<file path="src/rtl/dbguart_phy.sv">
// 8N1 UART physical stage for the debug UART path: TX/RX FIFOs, bit-period
// clamp, and serialiser/deserialiser. Define DBGUART_LOOPBACK_EN to enable internal loopback.
module dbguart_phy #(
  parameter int RXDEPTH = 4,
  parameter int TXDEPTH = 4
) (
  input  logic        clk,
  input  logic        rst,
  input  logic [15:0] baudrate,
  input  logic [7:0]  uart_control,
  input  logic [7:0]  txdata,
  input  logic        write_tx,
  output logic        tx_empty,
  output logic [7:0]  rxdata,
  output logic        rx_valid,
  input  logic        read_rx,
  output logic [7:0]  status,
  input  logic        uart_rxd,
  output logic        uart_txd
);

  localparam int unsigned RXAW = $clog2(RXDEPTH);
  localparam int unsigned TXAW = $clog2(TXDEPTH);

  typedef enum logic [1:0] {TX_IDLE, TX_START, TX_DATA, TX_STOP} tx_state_e;
  typedef enum logic [2:0] {RX_IDLE, RX_START, RX_DATA, RX_STOP, RX_WAIT} rx_state_e;

  logic        rx_en, tx_en, clr_err;
  logic [15:0] n_eff;
  logic        unused_ctrl;

  assign rx_en   = uart_control[0];
  assign tx_en   = uart_control[1];
  assign clr_err = uart_control[3];
  assign n_eff   = (baudrate < 16'd4) ? 16'd4 : baudrate;

  // ---------------- TX FIFO ----------------
  logic [7:0]      tx_mem_q [TXDEPTH];
  logic [TXAW-1:0] tx_wr_q, tx_rd_q;
  logic [TXAW:0]   tx_lvl_q;
  logic            tx_full, tx_push, tx_pop;

  assign tx_full  = (tx_lvl_q == (TXAW+1)'(TXDEPTH));
  assign tx_empty = (tx_lvl_q == '0);
  assign tx_push  = write_tx & ~tx_full;

  always_ff @(posedge clk or posedge rst) begin
    if (rst) begin
      tx_wr_q  <= '0;
      tx_rd_q  <= '0;
      tx_lvl_q <= '0;
    end else begin
      if (tx_push) tx_wr_q <= tx_wr_q + TXAW'(1);
      if (tx_pop)  tx_rd_q <= tx_rd_q + TXAW'(1);
      case ({tx_push, tx_pop})
        2'b10:   tx_lvl_q <= tx_lvl_q + (TXAW+1)'(1);
        2'b01:   tx_lvl_q <= tx_lvl_q - (TXAW+1)'(1);
        default: tx_lvl_q <= tx_lvl_q;
      endcase
    end
  end

  always_ff @(posedge clk) begin
    if (tx_push) tx_mem_q[tx_wr_q] <= txdata;
  end

  // ---------------- TX FSM ----------------
  tx_state_e   tx_state_q, tx_state_d;
  logic [15:0] tx_tick_q, tx_tick_d, tx_n_q, tx_n_d;
  logic [7:0]  tx_sh_q, tx_sh_d;
  logic [2:0]  tx_bit_q, tx_bit_d;
  logic        tx_last, tx_go, tx_busy;

  always_ff @(posedge clk or posedge rst) begin
    if (rst) begin
      tx_state_q <= TX_IDLE;
      tx_tick_q  <= '0;
      tx_n_q     <= 16'd4;
      tx_sh_q    <= '0;
      tx_bit_q   <= '0;
    end else begin
      tx_state_q <= tx_state_d;
      tx_tick_q  <= tx_tick_d;
      tx_n_q     <= tx_n_d;
      tx_sh_q    <= tx_sh_d;
      tx_bit_q   <= tx_bit_d;
    end
  end

  assign tx_last = (tx_tick_q == tx_n_q - 16'd1);
  assign tx_go   = tx_en & ~tx_empty;

  // Final stop-bit cycle chains straight into the next start bit, so frames abut.
  always_comb begin
    tx_state_d = tx_state_q;
    tx_tick_d  = tx_tick_q + 16'd1;
    tx_n_d     = tx_n_q;
    tx_sh_d    = tx_sh_q;
    tx_bit_d   = tx_bit_q;
    tx_pop     = 1'b0;
    unique case (tx_state_q)
      TX_IDLE: begin
        tx_tick_d = '0;
        if (tx_go) begin
          tx_state_d = TX_START;
          tx_sh_d    = tx_mem_q[tx_rd_q];
          tx_n_d     = n_eff;
          tx_pop     = 1'b1;
        end
      end
      TX_START: begin
        if (tx_last) begin
          tx_state_d = TX_DATA;
          tx_tick_d  = '0;
          tx_bit_d   = '0;
        end
      end
      TX_DATA: begin
        if (tx_last) begin
          tx_tick_d = '0;
          tx_sh_d   = {1'b0, tx_sh_q[7:1]};
          if (tx_bit_q == 3'd7) tx_state_d = TX_STOP;
          else                  tx_bit_d   = tx_bit_q + 3'd1;
        end
      end
      TX_STOP: begin
        if (tx_last) begin
          tx_tick_d = '0;
          if (tx_go) begin
            tx_state_d = TX_START;
            tx_sh_d    = tx_mem_q[tx_rd_q];
            tx_n_d     = n_eff;
            tx_pop     = 1'b1;
          end else begin
            tx_state_d = TX_IDLE;
          end
        end
      end
      default: tx_state_d = TX_IDLE;
    endcase
  end

  always_comb begin
    uart_txd = 1'b1;
    case (tx_state_q)
      TX_START: uart_txd = 1'b0;
      TX_DATA:  uart_txd = tx_sh_q[0];
      default:  uart_txd = 1'b1;
    endcase
    tx_busy = (tx_state_q != TX_IDLE);
  end

  // ---------------- RX input path ----------------
  logic sync1_q, sync2_q, rx_prev_q, rx_line, rx_fall;

  always_ff @(posedge clk or posedge rst) begin
    if (rst) begin
      sync1_q   <= 1'b1;
      sync2_q   <= 1'b1;
      rx_prev_q <= 1'b1;
    end else begin
      sync1_q   <= uart_rxd;
      sync2_q   <= sync1_q;
      rx_prev_q <= rx_line;
    end
  end

`ifdef DBGUART_LOOPBACK_EN
  assign rx_line     = uart_control[2] ? uart_txd : sync2_q;
  assign unused_ctrl = ^uart_control[7:4];
`else
  assign rx_line     = sync2_q;
  assign unused_ctrl = ^{uart_control[7:4], uart_control[2]};
`endif

  assign rx_fall = rx_prev_q & ~rx_line;

  // ---------------- RX FIFO ----------------
  logic [7:0]      rx_mem_q [RXDEPTH];
  logic [RXAW-1:0] rx_wr_q, rx_rd_q;
  logic [RXAW:0]   rx_lvl_q;
  logic            rx_full, rx_push, rx_pop, rx_done, ovr_set, ferr_set;

  assign rx_full  = (rx_lvl_q == (RXAW+1)'(RXDEPTH));
  assign rx_valid = (rx_lvl_q != '0);
  assign rxdata   = rx_mem_q[rx_rd_q];
  assign rx_pop   = read_rx & rx_valid;
  assign rx_push  = rx_done & (~rx_full | rx_pop);
  assign ovr_set  = rx_done & rx_full & ~rx_pop;

  // ---------------- RX FSM ----------------
  rx_state_e   rx_state_q, rx_state_d;
  logic [15:0] rx_tick_q, rx_tick_d, rx_n_q, rx_n_d;
  logic [7:0]  rx_sh_q, rx_sh_d;
  logic [2:0]  rx_bit_q, rx_bit_d;
  logic        ovr_q, ferr_q, rx_last, rx_half, rx_busy;

  always_ff @(posedge clk or posedge rst) begin
    if (rst) begin
      rx_state_q <= RX_IDLE;
      rx_tick_q  <= '0;
      rx_n_q     <= 16'd4;
      rx_sh_q    <= '0;
      rx_bit_q   <= '0;
      ovr_q      <= 1'b0;
      ferr_q     <= 1'b0;
      rx_wr_q    <= '0;
      rx_rd_q    <= '0;
      rx_lvl_q   <= '0;
      for (int unsigned i = 0; i < RXDEPTH; i++) rx_mem_q[i] <= '0;
    end else begin
      rx_state_q <= rx_state_d;
      rx_tick_q  <= rx_tick_d;
      rx_n_q     <= rx_n_d;
      rx_sh_q    <= rx_sh_d;
      rx_bit_q   <= rx_bit_d;
      ovr_q      <= (ovr_q & ~clr_err) | ovr_set;
      ferr_q     <= (ferr_q & ~clr_err) | ferr_set;
      if (rx_push) begin
        rx_mem_q[rx_wr_q] <= rx_sh_q;
        rx_wr_q           <= rx_wr_q + RXAW'(1);
      end
      if (rx_pop) rx_rd_q <= rx_rd_q + RXAW'(1);
      case ({rx_push, rx_pop})
        2'b10:   rx_lvl_q <= rx_lvl_q + (RXAW+1)'(1);
        2'b01:   rx_lvl_q <= rx_lvl_q - (RXAW+1)'(1);
        default: rx_lvl_q <= rx_lvl_q;
      endcase
    end
  end

  assign rx_last = (rx_tick_q == rx_n_q - 16'd1);
  assign rx_half = (rx_tick_q == (rx_n_q >> 1) - 16'd1);

  always_comb begin
    rx_state_d = rx_state_q;
    rx_tick_d  = rx_tick_q + 16'd1;
    rx_n_d     = rx_n_q;
    rx_sh_d    = rx_sh_q;
    rx_bit_d   = rx_bit_q;
    rx_done    = 1'b0;
    ferr_set   = 1'b0;
    if (!rx_en) begin
      rx_state_d = RX_IDLE;
      rx_tick_d  = '0;
    end else begin
      unique case (rx_state_q)
        RX_IDLE: begin
          rx_tick_d = '0;
          if (rx_fall) begin
            rx_state_d = RX_START;
            rx_n_d     = n_eff;
          end
        end
        RX_START: begin
          if (rx_half) begin
            rx_tick_d  = '0;
            rx_bit_d   = '0;
            rx_state_d = rx_line ? RX_IDLE : RX_DATA;
          end
        end
        RX_DATA: begin
          if (rx_last) begin
            rx_tick_d = '0;
            rx_sh_d   = {rx_line, rx_sh_q[7:1]};
            if (rx_bit_q == 3'd7) rx_state_d = RX_STOP;
            else                  rx_bit_d   = rx_bit_q + 3'd1;
          end
        end
        RX_STOP: begin
          if (rx_last) begin
            rx_tick_d = '0;
            if (rx_line) begin
              rx_done    = 1'b1;
              rx_state_d = RX_IDLE;
            end else begin
              ferr_set   = 1'b1;
              rx_state_d = RX_WAIT;
            end
          end
        end
        RX_WAIT: begin
          rx_tick_d = '0;
          if (rx_line) rx_state_d = RX_IDLE;
        end
        default: rx_state_d = RX_IDLE;
      endcase
    end
  end

  always_comb begin
    rx_busy = (rx_state_q != RX_IDLE);
    status  = {rx_busy, ferr_q, ovr_q, tx_busy, tx_full, tx_empty, rx_full, rx_valid};
  end

endmodule

</file>
<file path="config.mk">
export PLATFORM = sky130hd
export DESIGN_NAME = dbguart_phy
export DESIGN_NICKNAME = d
export VERILOG_FILES = /design/src/rtl/dbguart_phy.sv
export SDC_FILE = /design/constraint.sdc
export NUM_CORES = 1
export LEC_CHECK = 0
export CAP_MARGIN = 20
export CORE_MARGIN = 5
export CORE_UTILIZATION = 45
export DETAILED_ROUTE_END_ITERATION = 10
export GPL_TIMING_DRIVEN = 0
export MAX_ROUTING_LAYER = met4
export PLACE_DENSITY_LB_ADDON = 0.3
export SLEW_MARGIN = 20
export SYNTH_ARGS = -nofsm -noshare
export SYNTH_HDL_FRONTEND = slang
export SYNTH_SLANG_ARGS = --single-unit
</file>
<file path="constraint.sdc">
create_clock -name clk -period 6.1 [get_ports clk]
set_clock_uncertainty 0.1 [all_clocks]
set_input_delay 1.22 -clock clk [delete_from_list [all_inputs] [get_ports clk]]
set_output_delay 1.22 -clock clk [all_outputs]
set_load 0.02 [all_outputs]
</file>
==> results.yml, run 1 <==
synthesis:
  synthArstFlopShare_pct: 81.61
  ys.flop_type: "dfrtp_1"
  ys_warn_count: 0
  ys_ff_latch: 174
  synth_nets: 946
  synth_cell_types: 71
  synth-edff-count: 32
  syn_avg_cell_area_um2: 11.09
  seq_area_frac_synth_pct: 46.22
  syn_inst: 882
  syn_area_mm2: 0.009781
route:
  wl_per_cell_um: 16.00
  via_per_inst: 5.416
  num_vias: 6738
  drtIter0Drc: 330
  drc: 0
  firstDrtPassIters: 5
  ant_nets: 0
  wirelength_mm: 19.90
placement:
  placed_cells: 1212
  portBuffers: 49
  gp_congestion: 0.8975
  dp_hpwl_mm: 14.20
  pre_cts_ws_ns: 1.553
grt:
  grt_overflow: 0
  grt_pass1_wl_mm: 34.61
  grt.total_usage_pct: 17.70
  antenna_found_initial: 0
  grt_pass1_vias: 6962
  grt_max_degree: 109
critical_path:
  crit_buf_inv: 5
  crit_fanout: 10
  max_stage_delay_ns: 0.53
  crit_chain: "clkbuf_1 > inv_1 > ha_1 > clkbuf_1 > or3b_2 > o22a_1 > nor4_1 > nand4_1 > nor4_1 > buf_2 > nand2_1 > a21oi_1 > ha_1 > inv_1 > fa_1 > xor2_1 > nor2_1 > xor2_1"
  crit_family: "simple AND/OR/NAND/NOR gates"
  slowest_stage: "or3b_2"
  cp.required_ns: 6.36
  start_kind: "flop"
  critPathKind: "reg -> reg"
  endpoint_kind: "flop"
  crit_start: "tx_n_q[0]$_DFFE_PP0P_"
  r2r_start: "tx_n_q[0]$_DFFE_PP0P_"
  cp.arrival_ns: 4.81
floorplan:
  die_height_um: 157.4
  core-area_mm2: 0.02162
  die_w_um: 157.4
  start_util_pct: 45.24
  rows: 54
  dieArea_mm2: 0.02478
  pin_count: 56
outcome:
  status: "finished, final reports clean"
pwr:
  power.density_mw_per_mm2: 268.6
  p_leak_uw: 0.004835
  peakVddDrop_v: 0.0001881
  total_power_uw: 3028
sta:
  hold_violations: 0
  finalSetupViolCount: 0
  fin_ws_ns: 1.547
  fmaxAchievable_mhz: 219.6
  worst_slew_pin_slew_ns: 0.9685
  timing.setup.tns_ns: 0
  slew_headroom_pct: 34.84
  finalCritPeriodShare_pct: 74.64
  maxSlewViolCount: 0
  rsz0062_at_grt: "false"
  fin_crit_ns: 4.553
clock_network:
  clkTransAtPathRegs_ns: 0.07
  cts_resized: 0
  cts_sinks: 174
  h-tree-depth: 4
  cts_tree: "yes"
  clockBufferDepth: 2
  numCtsBuffers: 17
  post_cts_buffers: 0
  cts_root_buf: "clkbuf_16"
  cts_hold_buf: 0
  clk_latency_ns: 0.43
layout:
  num_antenna_cells: 0
  num-fill-cells: 1911
  finalNetCount: 1015
  syn_to_final_growth_pct: 15.25
  final_core_util_pct: 52.14
  stdcell_count: 1244
  layout-drive-gt1-share_pct: 18.98
worst_hold_path:
  hold_start: "sync1_q$_DFF_PP1_"
  holdCritPathClass: "reg -> reg"
job:
  max-cap-violations: 0
[final timing paths]
kind,slack (ns),to,cells past startpoint
min in group asynchronous,1.05,tx_wr_q[1]$_DFFE_PP0P_,2
max in group asynchronous,4.06,rx_prev_q$_DFF_PP1_,3
min,0.26,rx_line$_DFF_PP1_,0
max,1.55,tx_lvl_q[2]$_DFFE_PP0P_,18
max reg2reg,1.55,tx_lvl_q[2]$_DFFE_PP0P_,18
min reg2reg,0.26,rx_line$_DFF_PP1_,0
[registers in the layout (all words and copies together), names as in the netlist, 8 cells and up]
| register | cells |
|---|---|
| rx_sh_q | 8 |
| tx_sh_q | 8 |
| rx_mem_q | 32 |
| tx_n_q | 16 |
| rx_n_q | 16 |
| rx_tick_q | 16 |
| tx_tick_q | 16 |
| tx_mem_q | 32 |
[stage by stage]
step                      hold slack (ns)  instance area [um^2]
after floorplan                    0.2452                  9781
after global placement             0.2465                 10620
after detailed placement           0.2468                 10660
after CTS                          0.2573                 11270
after global routing               0.2620                 11270
final                              0.2579                 11270
[worst reg2reg max path: cells and delay by family, from the launching register on]
| family | cells | cell delay [ns] |
|---|---|---|
| AND/OR/NAND/NOR | 6 | 1.54 |
| AO/OA/AOI/OAI | 2 | 0.49 |
| flip-flops | 1 | 0.36 |
| adder cells (fa/ha/maj) | 3 | 0.74 |
| XOR/XNOR | 2 | 0.30 |
| buffers and inverters | 5 | 0.96 |
[metal layers]
| layer | vias up | global-route usage [%] | wire length (um) |
|---|---|---|---|
| li1 | 3287 | - | - |
| met1 | 3298 | 22.91 | 9304 |
| met2 | 125 | 28.43 | 9621 |
| met3 | 28 | 3.574 | 612 |
| met4 | 0 | 5.080 | 364 |
| met5 | - | - | 0 |
[where the power goes]
part	internal [uW]	total (uW)	switching, uW
Sequential	1290	1350	59.3
Clock	559	1100	541
Combinational	259	578	319
[kinds of logic after synthesis]
kind of cell    Yosys count  share of synthesized area (%)
xor+xnor                 94                          8.418
compound gates           92                          6.844
flops                   174                          46.22
mux                     108                          14.44
fa+ha+maj                27                          3.608
simple gates            295                          16.31
buf+inv                  92                          4.158
[cells in the final DEF (no fill, tap or decap), types with 10 or more instances in the layout]
| master | n |
|---|---|
| nand2_1 | 64 |
| buf_4 | 10 |
| xnor2_1 | 58 |
| and3_1 | 13 |
| clkbuf_16 | 17 |
| or2_2 | 18 |
| mux2_2 | 70 |
| a21oi_1 | 14 |
| clkbuf_1 | 36 |
| dfrtp_1 | 137 |
| mux2i_1 | 11 |
| nor4_1 | 12 |
| or3_1 | 10 |
| clkdlybuf4s50_1 | 49 |
| nor3_1 | 25 |
| mux4_2 | 16 |
| ha_1 | 25 |
| nand4_1 | 12 |
| inv_1 | 35 |
| nor2b_1 | 13 |
| edfxtp_1 | 32 |
| nor2_1 | 46 |
| o32ai_1 | 14 |
| nand3_1 | 31 |
| xor2_1 | 36 |
[synthesized netlist by cell type (3+ instances only)]
cell	n	area [um^2]
and3_1	13	81.33
o21a_1	3	22.52
ha_1	25	312.8
o22ai_1	6	37.54
clkbuf_1	36	135.1
o32ai_1	14	122.6
or4_1	9	67.56
and3b_1	4	35.03
dfrtp_1	137	3428
mux2i_1	11	110.1
xor2_1	36	315.3
dfstp_2	5	131.4
nor2_2	5	31.28
buf_2	7	35.03
nor3_1	25	125.1
o311ai_0	4	35.03
nor4_1	12	75.07
mux4_2	16	360.4
mux2_1	3	33.78
a21o_1	4	30.03
buf_4	10	75.07
edfxtp_1	32	960.9
o31ai_1	7	52.55
nand4_1	12	75.07
xnor2_1	58	508.0
a211o_1	5	43.79
nor2_1	46	172.7
or2_2	18	112.6
inv_1	36	135.1
nand2b_1	4	25.02
a31oi_1	6	37.54
a221oi_1	3	26.28
o211ai_1	4	30.03
o21ai_0	9	45.04
or3_1	10	62.56
mux2_2	70	788.3
mux2_4	8	120.1
nand2_1	64	240.2
and2_1	9	56.30
nand3_1	31	155.2
nor2b_1	13	81.33
a21oi_1	14	70.07
[area by class of cell]
| cell class | instances | area [um^2] | share of cell area, % |
|---|---|---|---|
| Timing Repair Buffer | 50 | 518.0 | 4.595 |
| Sequential cell | 174 | 4521 | 40.10 |
| Clock buffer | 17 | 425.4 | 3.774 |
| Inverter | 36 | 142.6 | 1.265 |
| Tap cell | 280 | 350.3 | 3.108 |
| Buffer | 56 | 271.5 | 2.409 |
| Clock inverter | 15 | 190.2 | 1.687 |
| Multi-Input combinational cell | 616 | 4853 | 43.06 |
Note: power is estimated with default switching activity, not from simulation.
==> run 2: changes to the inputs <==
==> constraint.sdc (replaced) <==
create_clock -name clk -period 4.3 [get_ports clk]
set_clock_uncertainty 0.1 [all_clocks]
set_input_delay 0.86 -clock clk [delete_from_list [all_inputs] [get_ports clk]]
set_output_delay 0.86 -clock clk [all_outputs]
set_load 0.02 [all_outputs]
==> run 2 against run 1 <==
Via count shrank 0.18%; combinational power grew 44%; sequential share of layout area shrank 0.41 points; sequential cell count is the same; clock-buffer cell count is the same; setup slack lost 1.3 ns; critical endpoint unchanged; largest cell class unchanged.
==> results.yml, run 2 (same netlist as run 1, synthesis figures left out) <==
route:
  wirelength_mm: 20.40
  wl_per_cell_um: 16.33
  drc: 0
  ant_nets: 0
  firstDrtPassIters: 4
  num_vias: 6726
  via_per_inst: 5.385
  drtIter0Drc: 310
clock_network:
  h-tree-depth: 4
  numCtsBuffers: 17
  clkTransAtPathRegs_ns: 0.07
  cts_sinks: 174
  clockBufferDepth: 2
  cts_hold_buf: 0
  cts_tree: "yes"
  clk_latency_ns: 0.43
  cts_root_buf: "clkbuf_16"
critical_path:
  cp.required_ns: 4.56
  r2r-end: "tx_lvl_q[2]$_DFFE_PP0P_"
  crit_family: "simple AND/OR/NAND/NOR gates"
  max_stage_delay_ns: 0.49
  crit_chain: "inv_1 > ha_4 > or3b_2 > o22a_1 > nor4_1 > nand4_1 > nor4_2 > buf_4 > nand2_1 > a21oi_2 > ha_1 > inv_1 > fa_1 > xor2_1 > nor2_1 > xor2_1"
  crit_buf_inv: 3
  cp.arrival_ns: 4.32
  endpoint_kind: "flop"
  ff2ff_setup_slack_ns: 0.24
  start_kind: "flop"
  crit_fanout: 9
  reg2reg_depth: 16
  cp_num_cells: 16
  slowest_stage: "dfrtp_1"
  critPathKind: "reg -> reg"
  r2r_start: "tx_n_q[0]$_DFFE_PP0P_"
sta:
  maxSlewViolCount: 0
  fmaxAchievable_mhz: 246.4
  timing.setup.tns_ns: 0
  worst_slew_pin_slew_ns: 0.9670
  slew_headroom_pct: 34.94
  fin_crit_ns: 4.059
  finalSetupViolCount: 0
  finalCritPeriodShare_pct: 94.40
  hold_violations: 0
  hold_ws_ns: 0.2577
  rsz0062_at_grt: "false"
pwr:
  peakVddDrop_v: 0.0003173
  total_power_uw: 4359
  power.density_mw_per_mm2: 382.8
  p_leak_uw: 0.004884
floorplan:
  start_util_pct: 45.24
  pin_count: 56
  die_height_um: 157.4
  dieArea_mm2: 0.02478
  die_w_um: 157.4
  rows: 54
  core-area_mm2: 0.02162
worst_hold_path:
  hold_start: "sync1_q$_DFF_PP1_"
  hold_path_depth: 0
  holdCritPathClass: "reg -> reg"
  min_to: "rx_line$_DFF_PP1_"
layout:
  final_common_cell: "dfrtp_1"
  largestRegisters: "rx_mem_q x32, tx_mem_q x32"
  finalNetCount: 1020
  num_antenna_cells: 0
  stdcell_count: 1249
  final_cell_mix: "dfrtp_1 (137), mux2_2 (70), nand2_1 (64), xnor2_1 (58), clkdlybuf4s50_1 (49)"
  final_core_util_pct: 52.67
  syn_to_final_growth_pct: 16.44
  layout-drive-gt1-share_pct: 20.23
grt:
  antenna_found_initial: 0
  grt.total_usage_pct: 17.87
  grt_pass1_vias: 6871
  grt_max_degree: 33
  grt_overflow: 0
  grt_pass1_wl_mm: 34.96
placement:
  placed_cells: 1215
  portBuffers: 49
  gp_congestion: 0.8378
  dp_hpwl_mm: 14.73
job:
  max-cap-violations: 0
outcome:
  status: "finished, final reports clean"
-- run 2: through the flow --
stage	area, um^2	setup WS (ns)
6_report	11390	0.2408
5_1_grt	11390	0.03596
3_3_place_gp	10630	-0.2093
2_1_floorplan	9784	0.4742
4_1_cts	11330	0.03513
3_5_place_dp	10710	-0.2480
-- run 2: worst max path at each step --
stage / startpoint / endpoint
2_1_floorplan: tx_n_q[0]$_DFFE_PP0P_ / tx_lvl_q[2]$_DFFE_PP0P_
3_3_place_gp: tx_n_q[0]$_DFFE_PP0P_ / tx_lvl_q[2]$_DFFE_PP0P_
3_5_place_dp: tx_n_q[0]$_DFFE_PP0P_ / tx_lvl_q[2]$_DFFE_PP0P_
4_1_cts: tx_n_q[0]$_DFFE_PP0P_ / tx_lvl_q[2]$_DFFE_PP0P_
5_1_grt: tx_n_q[0]$_DFFE_PP0P_ / tx_lvl_q[2]$_DFFE_PP0P_
6_report: tx_n_q[0]$_DFFE_PP0P_ / tx_lvl_q[2]$_DFFE_PP0P_
-- run 2: layout make-up --
type	count	area, um^2
multi-input combinational	616	4892
buffer	54	266.5
tap	280	350.3
clock inverter	15	193.9
sequential	174	4521
clock buffer	17	425.4
inverter	36	138.9
fill	1905	10230
timing repair buffer	57	600.6
-- run 2: timing repair --
item,in CTS,in global routing
hold endpoints to repair,0,0
pin swaps,0,1
resized for setup,3,5
buffers inserted,0,4
setup endpoints to repair,2,3
gates cloned,0,0
-- run 2: power by group --
part / internal [uW] / switching [uW] / leakage, uW / total (uW)
combinational: 374 / 456 / 0.00243 / 830
clock: 843 / 771 / 0.000299 / 1610
sequential: 1830 / 83.6 / 0.00215 / 1920
-- run 2: per-layer routing --
metal | part of all wire, % | global-route usage [%] | vias up
li1 | - | - | 3296
met5 | 0 | - | -
met1 | 46 | 23.36 | 3342
met4 | 0.87 | 3.974 | 0
met3 | 2.5 | 2.997 | 12
met2 | 50 | 29.47 | 76
